**src/rtl/mu0_io_port_if.sv**
```systemverilog
// mu0_io_port_if: the bus signals around mu0_io_port, grouped by function.
//   CPU side  : address/write/read/writedata/readdata
//   RAM side  : ram_address/ram_write/ram_read/ram_writedata/ram_readdata
//   Out stream: out_data/out_valid/out_ready
//   In stream : in_data/in_valid/in_ready
// The slave modport is the I/O port's view; master is the surrounding system.
interface mu0_io_port_if;
  logic [11:0] address;
  logic        write;
  logic        read;
  logic [15:0] writedata;
  logic [15:0] readdata;

  logic [11:0] ram_address;
  logic        ram_write;
  logic        ram_read;
  logic [15:0] ram_writedata;
  logic [15:0] ram_readdata;

  logic [15:0] out_data;
  logic        out_valid;
  logic        out_ready;

  logic [15:0] in_data;
  logic        in_valid;
  logic        in_ready;

  modport slave (
    input  address, write, read, writedata, ram_readdata, out_ready, in_data, in_valid,
    output readdata, ram_address, ram_write, ram_read, ram_writedata, out_data, out_valid,
           in_ready
  );

  modport master (
    output address, write, read, writedata, ram_readdata, out_ready, in_data, in_valid,
    input  readdata, ram_address, ram_write, ram_read, ram_writedata, out_data, out_valid,
           in_ready
  );
endinterface

```
**src/rtl/mu0_io_port.sv**
```systemverilog
// mu0_io_port: memory-mapped I/O port between the MU0 CPU and its 4096x16 RAM.
//   OUT_ADDR    : writes are queued in a FIFO and drained on a valid/ready stream.
//   IN_ADDR     : reads return the single-word input holding register.
//   STATUS_ADDR : reads return {count, 4'b0, held, overflow, full, empty};
//                 writes clear the sticky overflow flag.
// All other addresses pass straight through to the RAM.
// Optional feature: define MU0_IO_STATUS_EN to build the status word and the
// overflow flag; without it STATUS_ADDR reads as zero (but is still decoded).
// Reset (rst) is synchronous and active-low.
module mu0_io_port #(
  parameter int unsigned FIFO_DEPTH  = 8,
  parameter logic [11:0] OUT_ADDR    = 12'hFFE,
  parameter logic [11:0] IN_ADDR     = 12'hFFD,
  parameter logic [11:0] STATUS_ADDR = 12'hFFF
) (
  input  logic          clk,
  input  logic          rst,
  mu0_io_port_if.slave  bus
);

  localparam int unsigned AW = $clog2(FIFO_DEPTH);

  typedef logic [AW-1:0] ptr_t;
  typedef logic [AW:0]   count_t;

  // FIFO state
  logic [15:0] mem_q [FIFO_DEPTH];
  ptr_t        wr_ptr_q, wr_ptr_d;
  ptr_t        rd_ptr_q, rd_ptr_d;
  count_t      count_q,  count_d;

  // Input holding register
  logic [15:0] hold_q,   hold_d;
  logic        held_q,   held_d;

  // Registered read path
  logic        sel_io_q;
  logic [15:0] io_rdata_q, io_rdata_d;

  logic io_hit, empty, full;
  logic push_req, push, pop;
  logic capture, rd_in;

  assign io_hit = (bus.address == OUT_ADDR) || (bus.address == IN_ADDR) ||
                  (bus.address == STATUS_ADDR);

  // RAM passthrough is purely combinational; I/O addresses are masked off.
  assign bus.ram_address   = bus.address;
  assign bus.ram_writedata = bus.writedata;
  assign bus.ram_write     = bus.write & ~io_hit;
  assign bus.ram_read      = bus.read  & ~io_hit;

  assign empty    = (count_q == '0);
  assign full     = (count_q == count_t'(FIFO_DEPTH));
  assign pop      = ~empty & bus.out_ready;
  assign push_req = bus.write & (bus.address == OUT_ADDR);
  // A full FIFO can still take a word when the head leaves on the same edge.
  assign push     = push_req & (~full | pop);

  assign capture  = bus.in_valid & ~held_q;
  assign rd_in    = bus.read & (bus.address == IN_ADDR);

  // Head word comes straight from the array; gated so an empty FIFO shows zero.
  assign bus.out_data  = empty ? 16'h0000 : mem_q[rd_ptr_q];
  assign bus.out_valid = ~empty;
  assign bus.in_ready  = ~held_q;
  assign bus.readdata  = sel_io_q ? io_rdata_q : bus.ram_readdata;

`ifdef MU0_IO_STATUS_EN
  logic        overflow_q;
  logic [15:0] status_w;

  assign status_w = {8'(count_q), 4'b0000, held_q, overflow_q, full, empty};

  // Sticky overflow: set by a dropped push, cleared by any STATUS_ADDR write.
  always_ff @(posedge clk) begin
    if (!rst) begin
      overflow_q <= 1'b0;
    end else if (bus.write && (bus.address == STATUS_ADDR)) begin
      overflow_q <= 1'b0;
    end else if (push_req && !push) begin
      overflow_q <= 1'b1;
    end
  end
`endif

  // Next-state logic for FIFO pointers, input register and read data.
  always_comb begin
    // NOTE: every output of this block gets a default first so no path infers a latch.
    wr_ptr_d   = wr_ptr_q;
    rd_ptr_d   = rd_ptr_q;
    count_d    = count_q;
    hold_d     = hold_q;
    held_d     = held_q;
    io_rdata_d = 16'h0000;

    if (push) wr_ptr_d = wr_ptr_q + ptr_t'(1);
    if (pop)  rd_ptr_d = rd_ptr_q + ptr_t'(1);

    case ({push, pop})
      2'b10:   count_d = count_q + count_t'(1);
      2'b01:   count_d = count_q - count_t'(1);
      default: count_d = count_q;
    endcase

    // Capture and read-clear never overlap because in_ready is ~held_q.
    if (capture) begin
      hold_d = bus.in_data;
      held_d = 1'b1;
    end else if (rd_in) begin
      held_d = 1'b0;
    end

    // Read data reflects pre-edge state; OUT_ADDR and unmapped reads give zero.
    if (bus.address == IN_ADDR) begin
      io_rdata_d = held_q ? hold_q : 16'h0000;
    end
`ifdef MU0_IO_STATUS_EN
    else if (bus.address == STATUS_ADDR) begin
      io_rdata_d = status_w;
    end
`endif
  end

  // Control and data registers with synchronous reset.
  always_ff @(posedge clk) begin
    // NOTE: sequential state uses non-blocking assignments so all registers update together.
    if (!rst) begin
      wr_ptr_q   <= '0;
      rd_ptr_q   <= '0;
      count_q    <= '0;
      hold_q     <= 16'h0000;
      held_q     <= 1'b0;
      sel_io_q   <= 1'b0;
      io_rdata_q <= 16'h0000;
    end else begin
      wr_ptr_q   <= wr_ptr_d;
      rd_ptr_q   <= rd_ptr_d;
      count_q    <= count_d;
      hold_q     <= hold_d;
      held_q     <= held_d;
      sel_io_q   <= bus.read & io_hit;
      io_rdata_q <= io_rdata_d;
    end
  end

  // FIFO storage write port.
  always_ff @(posedge clk) begin
    // NOTE: the array has no reset; count/empty gate every read, so stale words are never visible.
    if (push) mem_q[wr_ptr_q] <= bus.writedata;
  end

endmodule

```
**src/flat_wrapper.sv**
```systemverilog
// flat-port wrapper written by rule: the top's interface ports become plain ports
module mu0_io_port_flat 
#(
  parameter int unsigned FIFO_DEPTH  = 8,
  parameter logic [11:0] OUT_ADDR    = 12'hFFE,
  parameter logic [11:0] IN_ADDR     = 12'hFFD,
  parameter logic [11:0] STATUS_ADDR = 12'hFFF
)
  (clk, rst, bus_address, bus_write, bus_read, bus_writedata, bus_ram_readdata, bus_out_ready, bus_in_data, bus_in_valid, bus_readdata, bus_ram_address, bus_ram_write, bus_ram_read, bus_ram_writedata, bus_out_data, bus_out_valid, bus_in_ready);
  mu0_io_port_if bus_i ();
  input  logic clk;
  input  logic rst;
  input wire logic [$bits(bus_i.address)-1:0] bus_address;
  input wire logic [$bits(bus_i.write)-1:0] bus_write;
  input wire logic [$bits(bus_i.read)-1:0] bus_read;
  input wire logic [$bits(bus_i.writedata)-1:0] bus_writedata;
  input wire logic [$bits(bus_i.ram_readdata)-1:0] bus_ram_readdata;
  input wire logic [$bits(bus_i.out_ready)-1:0] bus_out_ready;
  input wire logic [$bits(bus_i.in_data)-1:0] bus_in_data;
  input wire logic [$bits(bus_i.in_valid)-1:0] bus_in_valid;
  output wire logic [$bits(bus_i.readdata)-1:0] bus_readdata;
  output wire logic [$bits(bus_i.ram_address)-1:0] bus_ram_address;
  output wire logic [$bits(bus_i.ram_write)-1:0] bus_ram_write;
  output wire logic [$bits(bus_i.ram_read)-1:0] bus_ram_read;
  output wire logic [$bits(bus_i.ram_writedata)-1:0] bus_ram_writedata;
  output wire logic [$bits(bus_i.out_data)-1:0] bus_out_data;
  output wire logic [$bits(bus_i.out_valid)-1:0] bus_out_valid;
  output wire logic [$bits(bus_i.in_ready)-1:0] bus_in_ready;
  assign bus_i.address = bus_address;
  assign bus_i.write = bus_write;
  assign bus_i.read = bus_read;
  assign bus_i.writedata = bus_writedata;
  assign bus_i.ram_readdata = bus_ram_readdata;
  assign bus_i.out_ready = bus_out_ready;
  assign bus_i.in_data = bus_in_data;
  assign bus_i.in_valid = bus_in_valid;
  assign bus_readdata = bus_i.readdata;
  assign bus_ram_address = bus_i.ram_address;
  assign bus_ram_write = bus_i.ram_write;
  assign bus_ram_read = bus_i.ram_read;
  assign bus_ram_writedata = bus_i.ram_writedata;
  assign bus_out_data = bus_i.out_data;
  assign bus_out_valid = bus_i.out_valid;
  assign bus_in_ready = bus_i.in_ready;
  mu0_io_port #(.FIFO_DEPTH(FIFO_DEPTH), .OUT_ADDR(OUT_ADDR), .IN_ADDR(IN_ADDR), .STATUS_ADDR(STATUS_ADDR)) u_core (.clk(clk), .rst(rst), .bus(bus_i));
endmodule
```
**config.mk**
```make
export PLATFORM = sky130hd
export DESIGN_NAME = mu0_io_port_flat
export DESIGN_NICKNAME = d
export VERILOG_FILES = /design/src/rtl/mu0_io_port_if.sv /design/src/rtl/mu0_io_port.sv /design/src/flat_wrapper.sv
export SDC_FILE = /design/constraint.sdc
export NUM_CORES = 1
export LEC_CHECK = 0
export BUFFER_PORTS_ARGS = -buffer_cell sky130_fd_sc_hd__buf_2
export CELL_PAD_IN_SITES_DETAIL_PLACEMENT = 0
export CELL_PAD_IN_SITES_GLOBAL_PLACEMENT = 1
export CORE_MARGIN = 4
export CORE_UTILIZATION = 35
export CTS_CLUSTER_SIZE = 28
export DETAILED_ROUTE_END_ITERATION = 16
export PLACE_DENSITY_LB_ADDON = 0.05
export SLEW_MARGIN = 20
export SYNTH_ARGS = -nofsm -noshare
export SYNTH_HDL_FRONTEND = slang
export SYNTH_SLANG_ARGS = --single-unit
```
**constraint.sdc**
```tcl
create_clock -name clk -period 7.1 [get_ports clk]
set_input_delay 1.065 -clock clk [delete_from_list [all_inputs] [get_ports clk]]
set_output_delay 1.065 -clock clk [all_outputs]
set_load 0.01 [all_outputs]
```
==> run summary, run 1 <==
Timing
• **worst setup skew after layout** 10.16 ps
• **Final setup viols** 0
• **sum of negative setup slack** 0 ps
• **achievable clock frequency** 0.2991 GHz
• **final count of hold timing violations** 0
• **max-slew violations** 0
• **hold slack final** 449.0 ps
• **relative max-transition margin** 38.74%
• **RSZ-0062 raised after global routing** no
• **minimum clock period** 3343 ps
• **post-route fraction of the period consumed by the critical path** 47.09%
• **Worst-Margin Slew** 918.9 ps

Clock network
• **buffer depth of the longest clock path** 2
• **clock edge transition at the registers on the reported setup and hold paths** 70 ps
• **clock root cell** clkbuf_16
• **clock tree from TritonCTS** built
• **Hold Buf Count CTS** 0
• **number of buffers added for setup after CTS** 0
• **number of buffers created by CTS** 17
• **clk sink count** 175
• **PostCTS Resize Cnt** 0
• **H-tree depth** 4
• **clock insertion delay at the later pin of the skew report** 430 ps

Floorplan
• **full die area** 22,710 um^2
• **floorplan row count** 51
• **starting utilization of the core area** 36.15%
• **horizontal extent of the die** 150.7 um
• **height of the die** 150.7 um
• **I/O Pins** 130
• **CORE AREA** 19,720 um^2

Synthesis
• **cell taking the most area after synthesis** edfxtp_1
• **count of synthesis-stage warnings from yosys** 0
• **Cell Area, Synth** 7128 um^2
• **synthesis-stage register bit count** 175
• **number of different library cells in the post-synthesis netlist** 41
• **post-synthesis cell count** 463
• **Post-Synthesis Net Count** 534
• **Area contributors post-synth** edfxtp_1, dfxtp_1, mux4_2
• **mean area per synthesized cell** 15.40 um^2
• **sequential share of the synthesized area** 67.12%
• **portion of synthesized cell area occupied by the leading cell type** 53.92%

GRT
• **all-layer global routing usage** 14.15%
• **number of global-route vias before repair** 4,224
• **number of antenna violations at the first check in global routing** 0
• **largest net degree at the start of global routing** 33
• **residual overflow from global routing** 0
• **first-pass GRT wire length** 23,770 um

Worst setup path
• **Critical Path, Cell by Cell** buf_4 > mux4_2 > mux2i_1 > nor2_1 > buf_2
• **Crit Reg-Reg Startpoint** u_core.count_q[3]
• **highest cell delay on the worst timing path** 600 ps
• **worst reg2reg endpoint** u_core.count_q[3]
• **total buffers and inverters traversed by the critical path** 2
• **Required @ worst endpoint** 6030 ps
• **highest net fanout along the worst path** 32
• **Critical Path Sink Type** output port
• **crit-path leading delay family** multiplexers
• **slowest cell on the critical path** mux4_2
• **data arrival time of the worst path** 2280 ps
• **type of the worst setup path** reg -> out
• **r2r setup slk** 4400 ps
• **Startpoint Class** flop
• **r2r worst-path depth** 11

Drt
• **total routed wirelength** 15,370 um
• **drt wl/cell** 18.06 um
• **total via count after detailed routing** 4,053
• **number of vias per cell after detailed routing** 4.763
• **remaining antenna violation count after routing** 0
• **DRC violation total after the first TritonRoute iteration** 126
• **first drt pass iteration count** 5
• **count of unresolved DRC violations after routing** 0

Placement
• **hpwl dp** 9908 um
• **RD Place Congestion** 0.6866
• **IO Port Bufs** 129

Pwr
• **power density over the cells** 254.2 nW/um^2
• **Max rail drop VDD** 0.0001682 V
• **leak pwr** 3.046 nW

Finish
• **net total in the final layout** 644
• **fraction of layout instances using a drive strength above 1** 39.42%
• **Diodes inserted** 0
• **area added between synthesis and finish** 19.05%

Min path
• **Min-Delay Endpoint** u_core.hold_q[1]
• **worst hold path startpoint** u_core.hold_q[1]
• **count of cells along the worst hold path** 2
• **Hold Path Class** reg -> reg

Status
• **run status** finished, final reports clean

Flow run
• **count of maximum capacitance violations** 0

-- how the worst max path moves through the flow --
stage,cells past startpoint,endpoint
after detailed placement,10,u_core.count_q[3]
final,5,bus_out_data[11]
after floorplan,4,u_core.mem_q[0][0]
after global routing,5,bus_out_data[11]
after CTS,5,bus_out_data[11]
after global placement,10,u_core.count_q[3]
-- worst min-delay path: stages (launching register included) --
cell and delay [ps]:
dfxtp_1 310, nand2_1 50, a21oi_1 50
-- sequential cells by signal, indices dropped and copies added (netlist names), named ones only --
| name | count |
|---|---|
| u_core.sel_io_q | 1 |
| u_core.io_rdata_q | 16 |
| u_core.count_q | 4 |
| u_core.mem_q | 128 |
| u_core.rd_ptr_q | 3 |
| u_core.wr_ptr_q | 3 |
| u_core.held_q | 1 |
| u_core.hold_q | 16 |
-- stage by stage --
stage               util, %  power [mW]  instances  cell area [um^2]  setup WS, ps
floorplan                 -       1.232        463              7128          3260
global placement      40.18       1.294        819              7923          3824
detailed placement    40.19       1.295        819              7925          3773
CTS                   43.04       2.191        851              8486          3640
global route          43.04       2.253        851              8486          3544
finish                43.04       2.157        851              8486          3757
-- power by group --
group	switching [mW]	leakage, nW	internal (mW)	total, mW
Combinational	0.0879	1.24	0.0712	0.159
Clock	0.403	0.273	0.487	0.890
Sequential	0.00610	1.53	1.10	1.11
Total	0.497	3.05	1.66	2.16
-- final cells by class --
cell class	count	area (um^2)
Timing Repair Buffer	140	728.2
Tap cell	265	331.6
Clock inverter	15	135.1
Sequential cell	175	4787
Inverter	6	22.52
Multi-Input combinational cell	233	2056
Fill cell	1812	11230
Clock buffer	17	425.4
-- placed cells by master (no fill, tap or decap), types with 3 or more instances in the layout --
master / synthesis / routed
mux4_2: 32 / 32
nand3b_1: 3 / 3
nor3_2: 0 / 4
o21ai_0: 4 / 4
mux2_2: 17 / 17
and2_1: 17 / 17
buf_4: 28 / 11
nand2_1: 48 / 48
dfxtp_1: 47 / 45
inv_1: 5 / 5
mux2i_1: 20 / 20
clkbuf_16: 0 / 17
ha_1: 4 / 4
a21oi_1: 22 / 22
edfxtp_1: 128 / 128
buf_2: 4 / 129
nand3_1: 7 / 7
inv_6: 0 / 4
nor2_1: 24 / 24
clkinv_1: 0 / 3
nand2b_1: 4 / 4
clkinv_4: 0 / 4
-- synthesized netlist by cell type (all sizes together) --
library cell and count:
a211oi 1, a21o 1, a21oi 22, a311oi 1, a31oi 1, and2 17, and3 2, and3b 1
buf 33, clkbuf 16, dfxtp 47, edfxtp 128, fa 1, ha 4, inv 6, mux2 17
mux2i 21, mux4 32, nand2 48, nand2b 4, nand3 7, nand3b 3, nand4 2, nor2 24
nor2b 3, nor3 6, nor4 3, nor4b 1, o2111ai 1, o21a 1, o21ai 4, or3 1
or4 1, xnor2 2, xor2 1
-- layer usage --
metal	up-vias	global-route usage, %	wire length [um]	share of wire [%]
met5	-	0	0	0
li1	1929	-	-	-
met4	0	4.306	168	1.1
met3	16	3.522	628	4.1
met2	88	24.24	7895	51
met1	2020	17.73	6680	43
-- kinds of logic (layout without fill, tap and decap cells) --
group | count (synthesis) | in the layout | share of synthesized area [%]
compound gates | 32 | 32 | 2.475
xor+xnor | 3 | 3 | 0.3687
fa+ha+maj | 5 | 5 | 0.9830
buf+inv | 55 | 178 | 4.441
flops | 175 | 175 | 67.12
mux | 70 | 70 | 15.92
simple gates | 123 | 123 | 8.689
Power figures use the tool's default switching activity.
==> run 2: changes to the inputs <==
==> constraint.sdc (replaced) <==
create_clock -name clk -period 3.45 [get_ports clk]
set_input_delay 0.5175 -clock clk [delete_from_list [all_inputs] [get_ports clk]]
set_output_delay 0.5175 -clock clk [all_outputs]
set_load 0.01 [all_outputs]
==> run 2 against run 1 <==
  * Combinational power increased by 100%
  * First-iteration DRC count increased by 17%
  * Via count decreased by 1.0%
  * Worst setup slack got worse by 3100 ps
  * Highest routed layer unchanged
==> run summary, run 2 (synthesis results as in run 1) <==
Clock network
• **clock insertion delay at the later pin of the skew report** 420 ps, was 430 ps
• **number of buffers added for setup after CTS** 0, unchanged
• **clk sink count** 175, unchanged
• **PostCTS Resize Cnt** 0, unchanged
• **clock edge transition at the registers on the reported setup and hold paths** 60 ps, was 70 ps
• **clock tree from TritonCTS** built, unchanged
• **H-tree depth** 4, unchanged
• **Hold Buf Count CTS** 0, unchanged
• **number of buffers created by CTS** 17, unchanged
• **buffer depth of the longest clock path** 2, unchanged
• **clock root cell** clkbuf_16, unchanged

Pwr
• **total power draw** 4.448 mW, was 2.157 mW
• **Max rail drop VDD** 0.0003048 V, was 0.0001682 V
• **switch share** 21.98%, was 23.04%
• **leak pwr** 3.099 nW, was 3.046 nW
• **Internal Pwr Total** 3.470 mW, was 1.660 mW
• **proportion of power drawn by flip-flops and latches** 51.4%, about the same
• **switching component of the power** 977.9 uW, was 497.0 uW
• **power density over the cells** 520.4 nW/um^2, was 254.2 nW/um^2
• **fraction of power consumed by combinational cells** 7.2%, was 7.4%
• **part of the total power dissipated in the clock network** 41.4%, was 41.3%

Timing
• **final count of hold timing violations** 0, unchanged
• **achievable clock frequency** 0.3544 GHz
• **max-slew violations** 0, unchanged
• **RSZ-0062 raised after global routing** no, unchanged
• **post-route fraction of the period consumed by the critical path** 81.80%
• **sum of negative setup slack** 0 ps, unchanged
• **minimum clock period** 2822 ps
• **Final setup viols** 0, unchanged
• **relative max-transition margin** 49.59%, was 38.74%
• **Worst-Margin Slew** 755.3 ps, was 918.9 ps
• **worst setup skew after layout** 8.858 ps, was 10.16 ps

Drt
• **number of vias per cell after detailed routing** 4.681, was 4.763
• **count of unresolved DRC violations after routing** 0, unchanged
• **remaining antenna violation count after routing** 0, unchanged
• **total via count after detailed routing** 4,012, was 4,053
• **drt wl/cell** 17.45 um, was 18.06 um
• **first drt pass iteration count** 4, was 5
• **DRC violation total after the first TritonRoute iteration** 147, was 126
• **total routed wirelength** 14,950 um, was 15,370 um

Floorplan
• **full die area** 22,710 um^2, unchanged
• **starting utilization of the core area** 36.15%, unchanged
• **horizontal extent of the die** 150.7 um, unchanged
• **CORE AREA** 19,720 um^2, unchanged
• **I/O Pins** 130, unchanged
• **floorplan row count** 51, unchanged
• **height of the die** 150.7 um, unchanged

Worst setup path
• **Startpoint Class** flop, unchanged
• **Critical Path Sink Type** output port, unchanged
• **data arrival time of the worst path** 2300 ps, was 2280 ps
• **type of the worst setup path** reg -> out, unchanged
• **Required @ worst endpoint** 2930 ps, was 6030 ps
• **highest net fanout along the worst path** 13, was 32

Finish
• **area added between synthesis and finish** 19.91%, was 19.05%
• **multi-input combinational cell area** 2056 um^2, unchanged
• **Diodes inserted** 0, unchanged
• **area taken by flip-flops and latches** 4786 um^2, was 4787 um^2
• **largest registers ranked by flip-flop count** u_core.mem_q x128, u_core.hold_q x16, u_core.io_rdata_q x16, unchanged
• **fill cell instance count of the final layout** 1,792, was 1,812
• **net total in the final layout** 650, was 644
• **post-route design area** 8547 um^2, was 8486 um^2
• **final core area utilization** 43.35%, was 43.04%
• **most frequent cells in the layout** buf_2, edfxtp_1, nand2_1, unchanged
• **largest register by flop count** u_core.mem_q, unchanged
• **most common library cell in the layout ignoring fill and taps** buf_2, unchanged
• **fraction of layout instances using a drive strength above 1** 39.86%, was 39.42%
• **max FFs per register** 128, unchanged

GRT
• **all-layer global routing usage** 13.77%, was 14.15%
• **residual overflow from global routing** 0, unchanged
• **number of global-route vias before repair** 4,213, was 4,224
• **number of antenna violations at the first check in global routing** 0, unchanged
• **largest net degree at the start of global routing** 33, unchanged
• **first-pass GRT wire length** 23,270 um, was 23,770 um

Placement
• **Placement Cell Area** 7969 um^2, was 7925 um^2
• **hpwl dp** 9660 um, was 9908 um
• **IO Port Bufs** 129, unchanged
• **RD Place Congestion** 0.6973, was 0.6866

Status
• **run status** finished, final reports clean, unchanged

Flow run
• **count of maximum capacitance violations** 0, unchanged

Min path
• **Hold Path Class** in -> reg, was reg -> reg

## run 2: cell type report
cell class	count	share of cell area [%]
Inverter	6	0.2635
Timing Repair Buffer	146	9.047
Clock inverter	11	0.8637
Multi-Input combinational cell	233	24.05
Sequential cell	175	55.99
Clock buffer	21	5.900
Tap cell	265	3.879
## run 2: stage by stage
step | std cells | setup WS [ps] | hold slack, ps
5_1_grt | 857 | 415.7 | 284.2
4_1_cts | 857 | 517.9 | 277.8
2_1_floorplan | 463 | 157.0 | 429.6
6_report | 857 | 627.9 | 297.4
3_3_place_gp | 825 | 728.0 | 438.2
3_5_place_dp | 825 | 652.6 | 440.8
## run 2: worst max-delay path, stage by stage, from the launching register on
cell	delay (ps)
dfxtp_2	620
buf_4	350
mux4_2	550
mux2i_1	160
nor2_1	70
buf_2	150
## run 2: path summary, 6_finish.rpt
path	from	endpoint	slack, ps	cells past startpoint
worst max-delay path	flop	bus_out_data[1]	630	5
worst min-delay path	bus_read	u_core.held_q	300	2
worst max register to register	u_core.count_q[3]	u_core.count_q[3]	990	10
worst min register to register	u_core.hold_q[1]	u_core.io_rdata_q[1]	440	1
## run 2: routing by layer
| layer | global-route usage (%) | vias to the layer above | wire length (um) |
|---|---|---|---|
| li1 | - | 1941 | - |
| met1 | 17.31 | 1976 | 6513 |
| met2 | 23.77 | 84 | 7614 |
| met3 | 3.010 | 11 | 666 |
| met4 | 4.352 | 0 | 158 |
| met5 | 0 | - | 0 |
## run 2: power groups by stage
stage	Combinational (mW)	Sequential (mW)	Clock, mW
after global routing	0.358	2.29	2.00
after detailed placement	0.331	2.33	0
after floorplan	0.212	2.32	0
after CTS	0.332	2.29	1.90
final	0.320	2.29	1.84
after global placement	0.324	2.33	0
